**src/rtl/cla_nibble_sub_if.sv**
```systemverilog
// Valid/ready operand and result bundle for cla_nibble_sub.
// Optional op field exists only when CLA_SUB_ADDMODE_EN is defined.
interface cla_nibble_sub_if #(
    parameter int unsigned WIDTH = 16
);
    logic             in_valid;
    logic             in_ready;
    logic [WIDTH-1:0] a;
    logic [WIDTH-1:0] b;
    logic             bin;
`ifdef CLA_SUB_ADDMODE_EN
    logic             op;
`endif
    logic             out_valid;
    logic             out_ready;
    logic [WIDTH-1:0] diff;
    logic             bout;
    logic             ovf;

`ifdef CLA_SUB_ADDMODE_EN
    modport master (
        output in_valid, a, b, bin, op, out_ready,
        input  in_ready, out_valid, diff, bout, ovf
    );
    modport slave (
        input  in_valid, a, b, bin, op, out_ready,
        output in_ready, out_valid, diff, bout, ovf
    );
`else
    modport master (
        output in_valid, a, b, bin, out_ready,
        input  in_ready, out_valid, diff, bout, ovf
    );
    modport slave (
        input  in_valid, a, b, bin, out_ready,
        output in_ready, out_valid, diff, bout, ovf
    );
`endif
endinterface

```
**src/rtl/cla_nibble_sub.sv**
```systemverilog
// Multi-cycle subtractor: one 4-bit carry-lookahead slice, one nibble per cycle, LSB first.
// Define CLA_SUB_ADDMODE_EN to add an op field selecting add (1) or subtract (0).
module cla_nibble_sub #(
    parameter int unsigned WIDTH = 16  // multiple of 4, >= 8
) (
    input logic           clk,
    input logic           rst_n,
    cla_nibble_sub_if.slave bus
);
    localparam int unsigned NIB  = WIDTH / 4;
    localparam int unsigned IDXW = (NIB > 1) ? $clog2(NIB) : 1;

    typedef enum logic [1:0] {StIdle, StCalc, StDone} state_e;

    state_e           state_q, state_d;
    logic [WIDTH-1:0] a_q, a_d;
    logic [WIDTH-1:0] b_q, b_d;
    logic [WIDTH-1:0] diff_q, diff_d;
    logic [IDXW-1:0]  idx_q, idx_d;
    logic             c_q, c_d;
    logic             bout_q, bout_d;
    logic             ovf_q, ovf_d;
    logic             add_mode;
    logic             start_add;

`ifdef CLA_SUB_ADDMODE_EN
    logic op_q, op_d;
    assign add_mode  = op_q;
    assign start_add = bus.op;
`else
    assign add_mode  = 1'b0;
    assign start_add = 1'b0;
`endif

    // Lookahead slice over the current nibble
    logic [3:0] nib_a, nib_b, g, p, sum;
    logic [4:0] cy;

    always_comb begin
        nib_a = a_q[{idx_q, 2'b00} +: 4];
        nib_b = add_mode ? b_q[{idx_q, 2'b00} +: 4] : ~b_q[{idx_q, 2'b00} +: 4];
        g     = nib_a & nib_b;
        p     = nib_a ^ nib_b;
        cy[0] = c_q;
        cy[1] = g[0] | (p[0] & c_q);
        cy[2] = g[1] | (p[1] & g[0]) | (p[1] & p[0] & c_q);
        cy[3] = g[2] | (p[2] & g[1]) | (p[2] & p[1] & g[0]) | (p[2] & p[1] & p[0] & c_q);
        cy[4] = g[3] | (p[3] & g[2]) | (p[3] & p[2] & g[1]) | (p[3] & p[2] & p[1] & g[0])
              | (p[3] & p[2] & p[1] & p[0] & c_q);
        sum   = p ^ cy[3:0];
    end

    always_comb begin
        state_d = state_q;
        a_d     = a_q;
        b_d     = b_q;
        diff_d  = diff_q;
        idx_d   = idx_q;
        c_d     = c_q;
        bout_d  = bout_q;
        ovf_d   = ovf_q;
`ifdef CLA_SUB_ADDMODE_EN
        op_d    = op_q;
`endif
        case (state_q)
            StIdle: begin
                if (bus.in_valid) begin
                    a_d     = bus.a;
                    b_d     = bus.b;
                    // Subtract runs as a + ~b + ~bin
                    c_d     = start_add ? bus.bin : ~bus.bin;
                    idx_d   = '0;
`ifdef CLA_SUB_ADDMODE_EN
                    op_d    = bus.op;
`endif
                    state_d = StCalc;
                end
            end
            StCalc: begin
                diff_d[{idx_q, 2'b00} +: 4] = sum;
                c_d   = cy[4];
                idx_d = idx_q + 1'b1;
                if (idx_q == IDXW'(NIB - 1)) begin
                    bout_d  = add_mode ? cy[4] : ~cy[4];
                    ovf_d   = cy[3] ^ cy[4];
                    state_d = StDone;
                end
            end
            StDone: begin
                if (bus.out_ready) state_d = StIdle;
            end
            default: state_d = StIdle;
        endcase
    end

    always_ff @(posedge clk or negedge rst_n) begin
        if (!rst_n) begin
            state_q <= StIdle;
            a_q     <= '0;
            b_q     <= '0;
            diff_q  <= '0;
            idx_q   <= '0;
            c_q     <= 1'b0;
            bout_q  <= 1'b0;
            ovf_q   <= 1'b0;
`ifdef CLA_SUB_ADDMODE_EN
            op_q    <= 1'b0;
`endif
        end else begin
            state_q <= state_d;
            a_q     <= a_d;
            b_q     <= b_d;
            diff_q  <= diff_d;
            idx_q   <= idx_d;
            c_q     <= c_d;
            bout_q  <= bout_d;
            ovf_q   <= ovf_d;
`ifdef CLA_SUB_ADDMODE_EN
            op_q    <= op_d;
`endif
        end
    end

    assign bus.in_ready  = (state_q == StIdle);
    assign bus.out_valid = (state_q == StDone);
    assign bus.diff      = diff_q;
    assign bus.bout      = bout_q;
    assign bus.ovf       = ovf_q;
endmodule

```
**src/flat_wrapper.sv**
```systemverilog
// flat-port wrapper written by rule: the top's interface ports become plain ports
module cla_nibble_sub_flat 
#(
    parameter int unsigned WIDTH = 16                        
)
  (clk, rst_n, bus_in_valid, bus_a, bus_b, bus_bin, bus_out_ready, bus_in_ready, bus_out_valid, bus_diff, bus_bout, bus_ovf);
  cla_nibble_sub_if #(.WIDTH(WIDTH)) bus_i ();
  input logic clk;
  input logic rst_n;
  input wire logic [$bits(bus_i.in_valid)-1:0] bus_in_valid;
  input wire logic [$bits(bus_i.a)-1:0] bus_a;
  input wire logic [$bits(bus_i.b)-1:0] bus_b;
  input wire logic [$bits(bus_i.bin)-1:0] bus_bin;
  input wire logic [$bits(bus_i.out_ready)-1:0] bus_out_ready;
  output wire logic [$bits(bus_i.in_ready)-1:0] bus_in_ready;
  output wire logic [$bits(bus_i.out_valid)-1:0] bus_out_valid;
  output wire logic [$bits(bus_i.diff)-1:0] bus_diff;
  output wire logic [$bits(bus_i.bout)-1:0] bus_bout;
  output wire logic [$bits(bus_i.ovf)-1:0] bus_ovf;
  assign bus_i.in_valid = bus_in_valid;
  assign bus_i.a = bus_a;
  assign bus_i.b = bus_b;
  assign bus_i.bin = bus_bin;
  assign bus_i.out_ready = bus_out_ready;
  assign bus_in_ready = bus_i.in_ready;
  assign bus_out_valid = bus_i.out_valid;
  assign bus_diff = bus_i.diff;
  assign bus_bout = bus_i.bout;
  assign bus_ovf = bus_i.ovf;
  cla_nibble_sub #(.WIDTH(WIDTH)) u_core (.clk(clk), .rst_n(rst_n), .bus(bus_i));
endmodule
```
**config.mk**
```make
export PLATFORM = sky130hd
export DESIGN_NAME = cla_nibble_sub_flat
export DESIGN_NICKNAME = d
export VERILOG_FILES = /design/src/rtl/cla_nibble_sub_if.sv /design/src/rtl/cla_nibble_sub.sv /design/src/flat_wrapper.sv
export SDC_FILE = /design/constraint.sdc
export NUM_CORES = 1
export LEC_CHECK = 0
export ABC_AREA = 1
export CAP_MARGIN = 25
export CORE_MARGIN = 5
export CORE_UTILIZATION = 51
export CTS_CLUSTER_SIZE = 14
export DETAILED_ROUTE_END_ITERATION = 6
export GPL_ROUTABILITY_DRIVEN = 0
export GPL_TIMING_DRIVEN = 0
export HOLD_SLACK_MARGIN = 0.06
export PLACE_DENSITY = 0.81
export SYNTH_ARGS = -nofsm -noshare
export SYNTH_HDL_FRONTEND = slang
export SYNTH_SLANG_ARGS = --single-unit
```
**constraint.sdc**
```tcl
create_clock -name clk -period 2.78 [get_ports clk]
set_input_delay 0.556 -clock clk [delete_from_list [all_inputs] [get_ports clk]]
set_output_delay 0.556 -clock clk [all_outputs]
set_load 0.01 [all_outputs]
```
==> flow_metrics.env, run 1 <==
export IMPL_end_kind="flop"
export IMPL_multi_input_area_sq_mm=0.00119
export IMPL_synth_async_reset_ratio_pct=100
export IMPL_status="finished, final reports clean"
export IMPL_postCtsResizedCells=0
export IMPL_die_area_sq_mm=0.00688
export IMPL_p_seq_share_pct=31.7
export IMPL_critPathBufInv=2
export IMPL_htreeDepth=2
export IMPL_slew_violations=0
export IMPL_slowest_delay_ns=0.53
export IMPL_diodes=0
export IMPL_max_freq_mhz=409
export IMPL_fin_crit_ns=2.45
export IMPL_synth_area_top_cells="dfrtp_1, nand2_1, ha_1, o21ai_0, inv_1"
export IMPL_crit_slowest_cell="dfrtp_1"
export IMPL_vias=2359
export IMPL_grt_pass1_vias=2261
export IMPL_skew_ns=0.00807
export IMPL_area_delta_synth_final_pct=28.1
export IMPL_grtUsageTotal_pct=18.1
export IMPL_finalWirelength_mm=6.17
export IMPL_cts_root_buffer="clkbuf_8"
export IMPL_grt_max_degree=32
export IMPL_drive_above_1_share_pct=8.93
export IMPL_die_w_microns=83.0
export IMPL_coreArea_sq_mm=0.00514
export IMPL_route_detailed_wl_per_inst_microns=13.3
export IMPL_die_y_microns=83.0
export IMPL_synth_distinct_cells=29
export IMPL_drc_errors=0
export IMPL_slew_headroom_pct=62.4
export IMPL_period_share_pct=88.0
export IMPL_p_int_uw=2340
export IMPL_setup_tns_ns=0
export IMPL_synth_avg_cell_area_sq_um=8.30
export IMPL_min_path_type="primary input to asynchronous set/reset pin"
export IMPL_synth_edff_count=0
export IMPL_gr_total_overflow=0
export IMPL_seq_area_frac_synth_pct=50.7
export IMPL_rsz0062_at_grt="false"
export IMPL_clockPowerShare_pct=10.9
export IMPL_power_per_cell_area_mw_per_mm2=1250
export IMPL_syn_nets=376
export IMPL_drt_initial_drc_count=164
export IMPL_setup_viol=0
export IMPL_layout_nets=440
export IMPL_met2_usage_pct=30.1
export IMPL_met1_usage_pct=22.6
export IMPL_hold_viol_final=0
export IMPL_clock_insertion_delay_worst_skew_ns=0.31
export IMPL_cpLargestDelayFamily="simple AND/OR/NAND/NOR gates"
export IMPL_crit_type="flop to flop"
export IMPL_grt_busiest_layer="met2"
export IMPL_initial_utilization_pct=52.8
export IMPL_pwr_share_comb_pct=57.4
export IMPL_clockBufferDepth=2
export IMPL_ios=57
export IMPL_hold_buffers=0
export IMPL_crit_chain="inv_1 > buf_2 > a32o_1 > ha_1 > nand2_1 > nand2_1 > nor2_2 > nand2_2 > nand2_2 > nand3_2 > nor2_2 > nand2_1 > nand2_1"
export IMPL_rows=26
export IMPL_grt_pass1_wl_mm=10.2
export IMPL_cts_inserted_buffers=5
export IMPL_dp_hpwl_mm=4.74
export IMPL_grt_antenna_before_repair=0
export IMPL_clk_pin_slew_ns=0.09
export IMPL_met3_usage_pct=4.16
export IMPL_nFillCells=455
export IMPL_ys_ff_latch=55
export IMPL_synth_area_sq_mm=0.00272
export IMPL_viasPerCell=5.11
export IMPL_io_buffer_count=56
export IMPL_maxCapViolations=0
export IMPL_cp_common_cell="nand2_1"
export IMPL_swShare_pct=46.0
export IMPL_cts_setup_buffers=0
export IMPL_path_max_fanout=12
export IMPL_yosys_area_top_type="dfrtp_1"
export IMPL_worst_ep_arrival_time_ns=2.70
export IMPL_vdd_drop_max_v=0.000520
export IMPL_cp_start_kind="flop"
export IMPL_yosysTopAreaCellShare_pct=50.7
export IMPL_leakagePower_uw=0.00172
export IMPL_yosysWarnings=0
export IMPL_cp_startpoint="u_core.idx_q[1]"
export IMPL_seqCellArea_sq_mm=0.00138
export IMPL_first_pass_iters=4
export IMPL_p_sw_uw=2000
export IMPL_postRouteAntennaNets=0
export IMPL_worst_pin_slew_ns=0.564
export IMPL_final_util_pct=67.7
export IMPL_synth_ff_type="dfrtp_1"
export IMPL_cts_tree="yes"
export IMPL_cts_sinks=55
export IMPL_reg2reg_from="u_core.idx_q[1]"
export IMPL_netlist_instances=327
export IMPL_required_ns=3.03
==> final timing paths <==
path | end | slack, ns | cells after the start
min | u_core.b_q[15] | 0.23 | 1
min reg2reg | u_core.bus.diff[6] | 0.49 | 2
max reg2reg | u_core.bus.diff[7] | 0.33 | 13
min in group clk | u_core.bus.diff[6] | 0.49 | 2
max in group asynchronous | u_core.b_q[13] | 2.00 | 2
max | u_core.bus.diff[7] | 0.33 | 13
==> through the flow <==
step	instance area, sq um	hold slack [ns]	worst slack [ns]	std cells	power [uW]
CTS	3480	0.246	0.338	462	4350
global placement	3360	0.463	-0.405	453	3760
finish	3480	0.230	0.332	462	4340
detailed placement	3380	0.469	0.371	454	3850
floorplan	2720	0.260	0.792	327	3080
global route	3480	0.275	0.117	462	4760
==> kinds of logic after synthesis <==
kind of cell / after synthesis / share of synthesized area, %
and+or+nand+nor: 177 / 27.1
DFF: 55 / 50.7
AOI/OAI and AO/OA: 46 / 9.82
buffers and inverters: 34 / 5.62
adders and majority gates: 12 / 5.81
xor gates and xnor gates: 3 / 0.968
==> synth_stat cells, types with 2 or more instances <==
library cell	n
o31ai_1	3
a21oi_1	5
a32o_1	3
buf_4	4
dfrtp_1	55
nor2_2	4
nand4_1	3
inv_1	20
nand2_1	142
o21ai_1	4
nand3_1	6
o21ai_0	25
nand2_2	4
a32oi_1	2
o22ai_1	3
xor2_1	3
nor2_1	13
ha_1	11
buf_2	7
==> cell usage in the layout, fill, tap and decap left out, types with 2 or more instances in the layout <==
| cell | n |
|---|---|
| o22ai_1 | 3 |
| clkbuf_8 | 7 |
| dfrtp_1 | 55 |
| buf_4 | 4 |
| nand2_2 | 4 |
| nor2_2 | 4 |
| nand2_1 | 142 |
| nand3_1 | 6 |
| nand4_1 | 3 |
| o21ai_0 | 25 |
| a32o_1 | 3 |
| nor2_1 | 13 |
| inv_1 | 20 |
| o31ai_1 | 3 |
| o21ai_1 | 4 |
| clkdlybuf4s50_1 | 55 |
| ha_1 | 11 |
| a21oi_1 | 5 |
| buf_2 | 8 |
| clkbuf_1 | 2 |
| a32oi_1 | 2 |
| xor2_1 | 3 |
==> flip-flops by register name (all words and copies together), names as in the netlist <==
register / count
u_core.a_q: 16
u_core.b_q: 16
u_core.bus.diff: 16
u_core.idx_q: 2
u_core.state_q: 2
u_core.bus.bout: 1
u_core.bus.ovf: 1
u_core.c_q: 1
==> per-layer routing <==
| layer | vias up | routed length [microns] | part of all wire [%] |
|---|---|---|---|
| met2 | 76 | 3070 | 50 |
| li1 | 1171 | - | - |
| met1 | 1099 | 2560 | 42 |
| met4 | 0 | 130 | 2.1 |
| met5 | - | 0 | 0 |
| met3 | 13 | 399 | 6.5 |
==> area by class of cell <==
cell class | count | area share [%]
flip-flops and latches | 55 | 39.6
plain buffers | 12 | 1.98
well taps | 70 | 2.52
multi-input cells | 238 | 34.1
repair buffers | 57 | 16.5
clock buffers | 8 | 2.88
inverters | 22 | 2.41
==> power by group through the flow <==
stage	Sequential (uW)	Combinational, uW	Clock (uW)
finish	1380	2490	475
global route	1410	2840	511
CTS	1380	2490	484
detailed placement	1390	2460	0
global placement	1370	2390	0
floorplan	1360	1720	0
==> worst register-to-register path, delay by kind of cell (launching register included) <==
family / cells / cell delay, ns
simple gates: 9 / 0.82
fa+ha+maj: 1 / 0.36
flops: 1 / 0.53
compound gates: 1 / 0.30
buf+inv: 2 / 0.38
Power figures use the tool's default switching activity.
==> run 2: changes to the inputs <==
--- a/config.mk
+++ b/config.mk
@@ -5,16 +5,15 @@
 export SDC_FILE = /design/constraint.sdc
 export NUM_CORES = 1
 export LEC_CHECK = 0
-export ABC_AREA = 1
 export CAP_MARGIN = 25
 export CORE_MARGIN = 5
-export CORE_UTILIZATION = 51
+export CORE_UTILIZATION = 50
 export CTS_CLUSTER_SIZE = 14
 export DETAILED_ROUTE_END_ITERATION = 6
 export GPL_ROUTABILITY_DRIVEN = 0
 export GPL_TIMING_DRIVEN = 0
 export HOLD_SLACK_MARGIN = 0.06
-export PLACE_DENSITY = 0.81
+export PLACE_DENSITY = 0.8
 export SYNTH_ARGS = -nofsm -noshare
 export SYNTH_HDL_FRONTEND = slang
 export SYNTH_SLANG_ARGS = --single-unit
==> run 2 against run 1 <==
Net effect:
- synthesized cell count down 19%
- cell area down 3.2%
- global-route usage is 0.81 points lower
- worst hold slack better by 0.011 ns
- first-iteration DRC count shrank 37%
- clock skew decreased by 0.00083 ns
- critical path depth down 5
- sequential power fell by 3%
- power is 3.6% lower
- register-to-register slack worse by 0.19 ns
- core utilization down 1.3 points
- critical path type unchanged
- largest power group unchanged
==> flow_metrics.env, run 2 <==
export IMPL_status="finished, final reports clean"
export IMPL_final_common_cell="nand2_1"
export IMPL_viasPerCell=4.95
export IMPL_synth_async_reset_ratio_pct=100
export IMPL_die_y_microns=81.9
export IMPL_yosys_cell_count_top_type="nand2_1"
export IMPL_die_w_microns=81.9
export IMPL_reg2reg_from="u_core.idx_q[0]"
export IMPL_layout_nets=379
export IMPL_first_pass_iters=4
export IMPL_crit_slowest_cell="mux4_2"
export IMPL_slowest_delay_ns=0.55
export IMPL_postRouteAntennaNets=0
export IMPL_syn_nets=315
export IMPL_rows=26
export IMPL_yosys_area_top_type="dfrtp_1"
export IMPL_critPathBufInv=2
export IMPL_r2r_cells=8
export IMPL_grtUsageTotal_pct=17.2
export IMPL_layout_common_cells="nand2_1, clkdlybuf4s50_1, dfrtp_1"
export IMPL_synth_avg_cell_area_sq_um=9.71
export IMPL_rsz0062_at_grt="false"
export IMPL_cts_sinks=55
export IMPL_drc_errors=0
export IMPL_worst_path_stages=8
export IMPL_clockPowerShare_pct=12.2
export IMPL_coreArea_sq_mm=0.00507
export IMPL_htreeDepth=2
export IMPL_swShare_pct=41.3
export IMPL_slew_headroom_pct=60.9
export IMPL_grt_pass1_vias=1926
export IMPL_period_share_pct=94.7
export IMPL_cp_startpoint="u_core.idx_q[0]"
export IMPL_gr_total_overflow=0
export IMPL_netlist_instances=266
export IMPL_vdd_drop_max_v=0.000674
export IMPL_finalWirelength_mm=5.28
export IMPL_synth_distinct_cells=32
export IMPL_required_ns=2.97
export IMPL_hold_viol_final=0
export IMPL_seq_area_frac_synth_pct=53.3
export IMPL_initial_utilization_pct=50.9
export IMPL_fin_crit_ns=2.63
export IMPL_cp_start_kind="flop"
export IMPL_die_area_sq_mm=0.00670
export IMPL_cts_tree="yes"
export IMPL_slew_violations=0
export IMPL_worst_pin_slew_ns=0.587
export IMPL_drive_above_1_share_pct=8.79
export IMPL_clk_pin_slew_ns=0.09
export IMPL_area_delta_synth_final_pct=30.4
export IMPL_dp_hpwl_mm=4.11
export IMPL_hold_buffers=0
export IMPL_maxCapViolations=0
export IMPL_ios=57
export IMPL_route_detailed_wl_per_inst_microns=13.2
export IMPL_grt_antenna_before_repair=0
export IMPL_skew_ns=0.00724
export IMPL_cpLargestDelayFamily="compound AO/OA/AOI/OAI gates"
export IMPL_setup_viol=0
export IMPL_p_seq_share_pct=32.0
export IMPL_synth_commonest_cells="nand2_1, dfrtp_1, o21ai_0"
export IMPL_io_buffer_count=56
export IMPL_ys_ff_latch=55
export IMPL_vias=1978
export IMPL_leakagePower_uw=0.00163
export IMPL_yosysTopAreaCellShare_pct=53.3
export IMPL_yosysWarnings=0
export IMPL_synth_area_sq_mm=0.00258
export IMPL_nFillCells=422
export IMPL_final_util_pct=66.3
export IMPL_grt_max_degree=31
export IMPL_p_int_uw=2460
export IMPL_power_per_cell_area_mw_per_mm2=1240
export IMPL_end_kind="flop"
export IMPL_path_max_fanout=10
export IMPL_synth_ff_type="dfrtp_1"
export IMPL_max_freq_mhz=380
export IMPL_min_path_type="primary input to asynchronous set/reset pin"
export IMPL_power_uw=4190
export IMPL_cts_inserted_buffers=5
export IMPL_cp_common_cell="a211o_1"
export IMPL_clockBufferDepth=2
export IMPL_drt_initial_drc_count=104
export IMPL_synth_edff_count=0
export IMPL_cts_root_buffer="clkbuf_8"
export IMPL_worst_ep_arrival_time_ns=2.83
export IMPL_pwr_share_comb_pct=55.7
export IMPL_crit_type="flop to flop"
export IMPL_grt_pass1_wl_mm=8.77
export IMPL_synth_area_top_cells="dfrtp_1, nand2_1, mux4_2, ha_1, o21ai_0"
export IMPL_crit_chain="buf_6 > mux4_2 > inv_1 > ha_1 > a211o_1 > a21oi_4 > o21bai_2 > a211o_1"
export IMPL_diodes=0
export IMPL_clock_insertion_delay_worst_skew_ns=0.31
export IMPL_p_sw_uw=1730
## run 2: layer usage
metal  vias to the layer above  track usage (%)  wire length [microns]
met2                        47             29.6                   2640
met4                         0             4.82                     42
li1                        989                -                      -
met3                         6             4.06                    286
met5                         -                0                      0
met1                       936             21.8                   2310
## run 2: kinds of logic after synthesis
kind of cell | share of synthesized area [%]
AO/OA/AOI/OAI | 7.17
XOR/XNOR | 1.36
adder cells (fa/ha/maj) | 6.10
buffers and inverters | 3.05
flip-flops | 53.3
multiplexers | 7.36
AND/OR/NAND/NOR | 21.7
## run 2: power by group through the flow
stage	registers, uW	clock network [uW]	logic (uW)
finish	1340	512	2330
global route	1390	561	2610
CTS	1340	521	2320
detailed placement	1360	0	2300
global placement	1340	0	2250
floorplan	1340	0	1600
## run 2: worst paths after layout
check                                           to  slack [ns]
min in group clk                    u_core.b_q[15]        0.48
worst min-delay path            u_core.bus.diff[6]        0.24
worst max-delay path                    u_core.c_q        0.15
max in group asynchronous           u_core.a_q[14]        1.98
worst min register to register      u_core.b_q[15]        0.48
worst max register to register          u_core.c_q        0.15
## run 2: what timing repair did
item / in CTS / in global routing
setup buffers: 0 / 0
endpoints found under the setup margin: 3 / 9
gates cloned: 0 / 0
hold endpoints to repair: 0 / 0
resized for setup: 1 / 4
## run 2: final cells by class
type | instances | area (sq um) | share of cell area (%)
Clock inverter | 2 | 37.5 | 1.11
Inverter | 9 | 33.8 | 1.00
Buffer | 10 | 52.6 | 1.56
Timing Repair Buffer | 57 | 576 | 17.1
Sequential cell | 55 | 1380 | 40.9
Clock buffer | 5 | 68.8 | 2.04
Tap cell | 70 | 87.6 | 2.60
Multi-Input combinational cell | 192 | 1130 | 33.7
## run 2: per-stage QoR
stage               cell area (sq um)  setup slack (ns)  TNS, ns  hold slack, ns  cells
global placement                 3230            -0.438   -24.01           0.452    392
detailed placement               3250          -0.00859  -0.0180           0.459    393
global route                     3370            0.0151        0           0.277    400
finish                           3370             0.147        0           0.241    400
CTS                              3350            0.0710        0           0.255    400
floorplan                        2580             0.242        0           0.260    266
